## src/rtl/dpu_pkg.sv

```systemverilog
// Shared types and constants for the data processing unit.
package dpu_pkg;

  // State codes double as the externally visible regime code.
  typedef enum logic [1:0] {
    IDLE = 2'b00,
    RUN  = 2'b01,
    DONE = 2'b10
  } state_t;

  localparam logic [1:0] MODE_NONE = 2'b00;
  localparam logic [1:0] MODE_INC  = 2'b01;
  localparam logic [1:0] MODE_ROT  = 2'b10;
  localparam logic [1:0] MODE_ACC  = 2'b11;

endpackage

```

## src/rtl/dpu_datapath.sv

```systemverilog
// Result, step counter and flag registers with the per-mode ALU.
module dpu_datapath
  import dpu_pkg::*;
#(
  parameter int W     = 8,
  parameter int STEPS = 7,
  parameter int SW    = $clog2(STEPS + 1)
) (
  input  logic          clk,
  input  logic          rst,
  input  logic [W-1:0]  x,
  input  logic          load,
  input  logic          op_en,
  input  logic [1:0]    mode_q,
  output logic [W-1:0]  y,
  output logic [SW-1:0] s,
  output logic          b,
  output logic          last
);

  // Extra top bit captures the carry-out of the accumulate.
  logic [W:0] acc_sum;

  assign acc_sum = {1'b0, y} + {1'b0, x};
  assign last    = (s == SW'(STEPS - 1));

  // Load operand on start, otherwise apply one operation per enabled cycle.
  always_ff @(posedge clk or posedge rst) begin
    if (rst) begin
      y <= '0;
      s <= '0;
      b <= 1'b0;
    end else if (load) begin
      y <= x;
      s <= '0;
      b <= 1'b0;
    end else if (op_en) begin
      s <= s + SW'(1);
      case (mode_q)
        MODE_INC: begin
          y <= y + W'(1);
          if (y == '1) b <= 1'b1;
        end
        MODE_ROT: begin
          y <= {y[W-2:0], y[W-1]};
          b <= y[W-1];
        end
        MODE_ACC: begin
          y <= acc_sum[W-1:0];
          if (acc_sum[W]) b <= 1'b1;
        end
        default: begin
          // MODE_NONE never reaches RUN; registers hold.
        end
      endcase
    end
  end

endmodule

```

## src/rtl/data_proc_unit.sv

```systemverilog
// Sequencing processing unit: FSM, latched mode and status decode.
module data_proc_unit
  import dpu_pkg::*;
#(
  parameter int W     = 8,
  parameter int STEPS = 7,
  parameter int SW    = $clog2(STEPS + 1)
) (
  input  logic          clk,
  input  logic          rst,
  input  logic [W-1:0]  x,
  input  logic [1:0]    on,
  input  logic          start,
  input  logic          abort,
  output logic [W-1:0]  y,
  output logic [SW-1:0] s,
  output logic          b,
  output logic          active,
  output logic [1:0]    regime,
  output logic          done,
  output logic [7:0]    real_state
);

  state_t     state;
  state_t     state_nx;
  logic [1:0] mode_q;
  logic       load;
  logic       op_en;
  logic       last;

  assign load  = (state == IDLE) && start && (on != MODE_NONE);
  assign op_en = (state == RUN) && !abort;

  // State register.
  always_ff @(posedge clk or posedge rst) begin
    if (rst) state <= IDLE;
    else     state <= state_nx;
  end

  // Mode is captured only when a run is accepted.
  always_ff @(posedge clk or posedge rst) begin
    if (rst)       mode_q <= MODE_NONE;
    else if (load) mode_q <= on;
  end

  // Next-state logic; abort wins over completing the last operation.
  always_comb begin
    state_nx = state;
    case (state)
      IDLE:    if (load) state_nx = RUN;
      RUN: begin
        if (abort)     state_nx = IDLE;
        else if (last) state_nx = DONE;
      end
      DONE:    state_nx = IDLE;
      default: state_nx = IDLE;
    endcase
  end

  dpu_datapath #(
    .W     (W),
    .STEPS (STEPS),
    .SW    (SW)
  ) u_datapath (
    .clk    (clk),
    .rst    (rst),
    .x      (x),
    .load   (load),
    .op_en  (op_en),
    .mode_q (mode_q),
    .y      (y),
    .s      (s),
    .b      (b),
    .last   (last)
  );

  assign regime     = state;
  assign active     = (state == RUN);
  assign done       = (state == DONE);
  assign real_state = {4'b0000, mode_q, regime};

endmodule

```

## config.mk

```make
export PLATFORM = sky130hd
export DESIGN_NAME = data_proc_unit
export DESIGN_NICKNAME = d
export VERILOG_FILES = /design/src/rtl/dpu_pkg.sv /design/src/rtl/dpu_datapath.sv /design/src/rtl/data_proc_unit.sv
export SDC_FILE = /design/constraint.sdc
export NUM_CORES = 1
export LEC_CHECK = 0
export ABC_CLOCK_PERIOD_IN_PS = 2600
export CAP_MARGIN = 15
export CELL_PAD_IN_SITES_DETAIL_PLACEMENT = 1
export CELL_PAD_IN_SITES_GLOBAL_PLACEMENT = 2
export CORE_MARGIN = 3
export CORE_UTILIZATION = 28
export DETAILED_ROUTE_END_ITERATION = 6
export GPL_ROUTABILITY_DRIVEN = 0
export GPL_TIMING_DRIVEN = 0
export MAX_ROUTING_LAYER = met4
export PLACE_DENSITY_LB_ADDON = 0.1
export SYNTH_ARGS = -nofsm -noshare
export SYNTH_HDL_FRONTEND = slang
export SYNTH_SLANG_ARGS = --single-unit
```

## constraint.sdc

```tcl
create_clock -name clk -period 2.6 [get_ports clk]
set_input_delay 0.52 -clock clk [delete_from_list [all_inputs] [get_ports clk]]
set_output_delay 0.52 -clock clk [all_outputs]
set_load 0.03 [all_outputs]
```

==> impl_metrics.yaml <==
drt:
  postRouteWirelength_um: 4460
  drc: 0
  postRouteAntennaNets: 0
  post_drt_wl_per_cell_um: 16.0
  drtPass1Iterations: 4
  vias_per_cell: 5.08
  vias: 1416
  first_iter_violations: 50
setup_path:
  cp_max_fo: 3
  worstPathCellList: "clkdlybuf4s50_1 > ha_1 > fa_1 > a21o_1 > nand3_1 > a21oi_1 > nor3_1 > o32ai_1"
  slowest_stage: "clkdlybuf4s50_1"
  end_kind: "flip-flop"
  r2r-end: "u_datapath.b"
  worstPathArrival_ps: 2400
  required_ps: 2730
  critPathMaxStageDelay_ps: 430
  critPathKind: "in -> reg"
  r2r_slack_ps: 520
  start_kind: "primary input"
  worstRegToRegCells: 7
  r2r_start: "u_datapath.y[0]"
hold_path:
  hold_class: "reg -> reg"
  min_from: "u_datapath.b"
  hold_depth: 2
  hold_end: "u_datapath.b"
logic_synthesis:
  synth_largest_area_cell: "dfrtp_1"
  synth_seq_cells: 16
  synth_top_area_frac: 0.275
  synth_area_sq_um: 1460
  yosys_warnings: 0
  netlist_instances: 172
  synth.distinct_cells: 47
  synth_area_per_cell_sq_um: 8.46
  seq_area_frac_synth: 0.275
  synth_area_leaders: "dfrtp_1 (28%), ha_1 (9.5%), nand2_1 (5.4%)"
floorplan:
  start_util: 0.298
  die_h_um: 78.1
  die_area_sq_um: 6100
  row_count: 25
  die_x_um: 78.1
  ios: 38
  core_area_sq_um: 4880
sta:
  setup_violations: 0
  finalCriticalPeriod_ps: 2270
  slew_violations: 0
  setup_tns_ps: 0
  timing.final.hold_violations: 0
  rsz0062_at_grt: "no"
  post-route-period-util: 0.873
  fmax_mhz: 440
  clock_skew_ps: 3.36
  slew_headroom: 0.515
  worst_pin_slew_ps: 722
cells_and_area:
  mostFrequentLayoutCells: "clkdlybuf4s50_1 (33), nand2_1 (21), dfrtp_1 (16), nor2_1 (13), a21oi_1 (12)"
  final_common_cell: "clkdlybuf4s50_1"
  utilization: 0.397
  area_growth_pct: 33.0
  multi_input_area_sq_um: 981
  stdcell_count: 279
  nFillCells: 605
  nets: 239
  antenna_cells: 0
  drive_gt1_frac: 0.108
  regArea_sq_um: 400
place:
  io_buffers: 33
  dp_cells: 275
  post-dp-hpwl_um: 3520
cts:
  cts_sinks: 16
  clock_latency_ps: 250
  cts_hold_buf: 0
  clk_pin_slew_worst_paths_ps: 60
  cts_buffer_depth: 2
  htreeDepth: 1
  post_cts_buffers: 0
  tritoncts: "built"
  cts_buffers: 3
  cts_resized: 0
  cts_root_buf: "clkbuf_8"
power_and_ir_drop:
  pwr_density_cell_nw_per_um2: 1040
  p_leak_nw: 0.828
  p_total_mw: 2.01
  max-vdd-ir-drop_v: 0.000363
grt:
  grt_max_degree: 17
  antenna_found_initial: 0
  grt_pass1_wl_um: 7530
  overflow: 0
  track_usage: 0.158
  grt_pass1_vias: 1490
job:
  maxCapViolCount: 0
run_status:
  status: "completed"
==> registers in the layout, indices dropped and copies added (netlist names) <==
| name | count |
|---|---|
| u_datapath.s | 3 |
| mode_q | 2 |
| u_datapath.y | 8 |
| regime | 2 |
| u_datapath.b | 1 |
==> synth_stat cells, drive strengths merged <==
cell type / instances
buf: 12
o211ai: 1
and2: 2
o21a: 4
o22ai: 5
ha: 11
o21ba: 1
a211oi: 4
nand4: 1
o32ai: 1
fa: 1
nand3: 4
a211o: 1
o32a: 1
nand3b: 1
conb: 1
o221a: 2
o211a: 1
a2111o: 1
nor3: 5
nor2: 13
and3b: 1
and2b: 1
inv: 2
nor2b: 3
a21o: 2
o21ai: 11
xnor2: 7
nand2: 22
a21oi: 13
xor2: 2
nand2b: 2
mux2i: 5
and3: 1
dfrtp: 16
nor3b: 5
o31ai: 2
a31oi: 4
==> metal layers <==
metal	wire, um	GRT usage
met1	2110	0.208
met2	2160	0.255
met3	135	0.0275
met4	55	0.0332
met5	0	-
==> worst max path at each step <==
stage / from / endpoint / slack (ps) / depth (start not counted)
after floorplan: u_datapath.y[0] / u_datapath.y[4] / 630 / 7
after global placement: x[0] / u_datapath.y[6] / 90 / 8
after detailed placement: x[0] / u_datapath.b / 50 / 8
after CTS: x[0] / u_datapath.b / 330 / 8
after global routing: x[0] / u_datapath.y[6] / 180 / 8
final: x[0] / u_datapath.b / 330 / 8
==> layout make-up <==
class                           instances  share of cell area
Multi-Input combinational cell        145               0.507
Buffer                                 12              0.0401
Timing Repair Buffer                   33               0.171
Tap cell                               67              0.0433
Inverter                                2             0.00388
Sequential cell                        16               0.207
Clock buffer                            4              0.0284
==> report_power, final <==
group	internal [mW]	switching [mW]
logic	0.553	0.721
registers	0.336	0.178
clock network	0.134	0.0911
==> through the flow <==
step	setup WS (ps)	cell area, sq um	hold WS (ps)
after detailed placement	54.7	1880	529
after global routing	183	1940	590
final	329	1940	535
after floorplan	631	1470	434
after global placement	92.9	1880	530
after CTS	333	1940	544
==> worst max-delay path, delay by kind of cell <==
| kind | cells | cell delay, ps |
|---|---|---|
| AO/OA/AOI/OAI | 3 | 450 |
| adder cells (fa/ha/maj) | 2 | 640 |
| buffers and inverters | 1 | 430 |
| AND/OR/NAND/NOR | 2 | 360 |
==> logic make-up after synthesis <==
| group | share of synthesized area |
|---|---|
| adder cells (fa/ha/maj) | 0.108 |
| multiplexers | 0.0344 |
| AND/OR/NAND/NOR | 0.218 |
| XOR/XNOR | 0.0542 |
| AO/OA/AOI/OAI | 0.249 |
| flip-flops | 0.275 |
| buffers and inverters | 0.0585 |
| other | 0.00258 |
(Power assumes the default switching activity.)
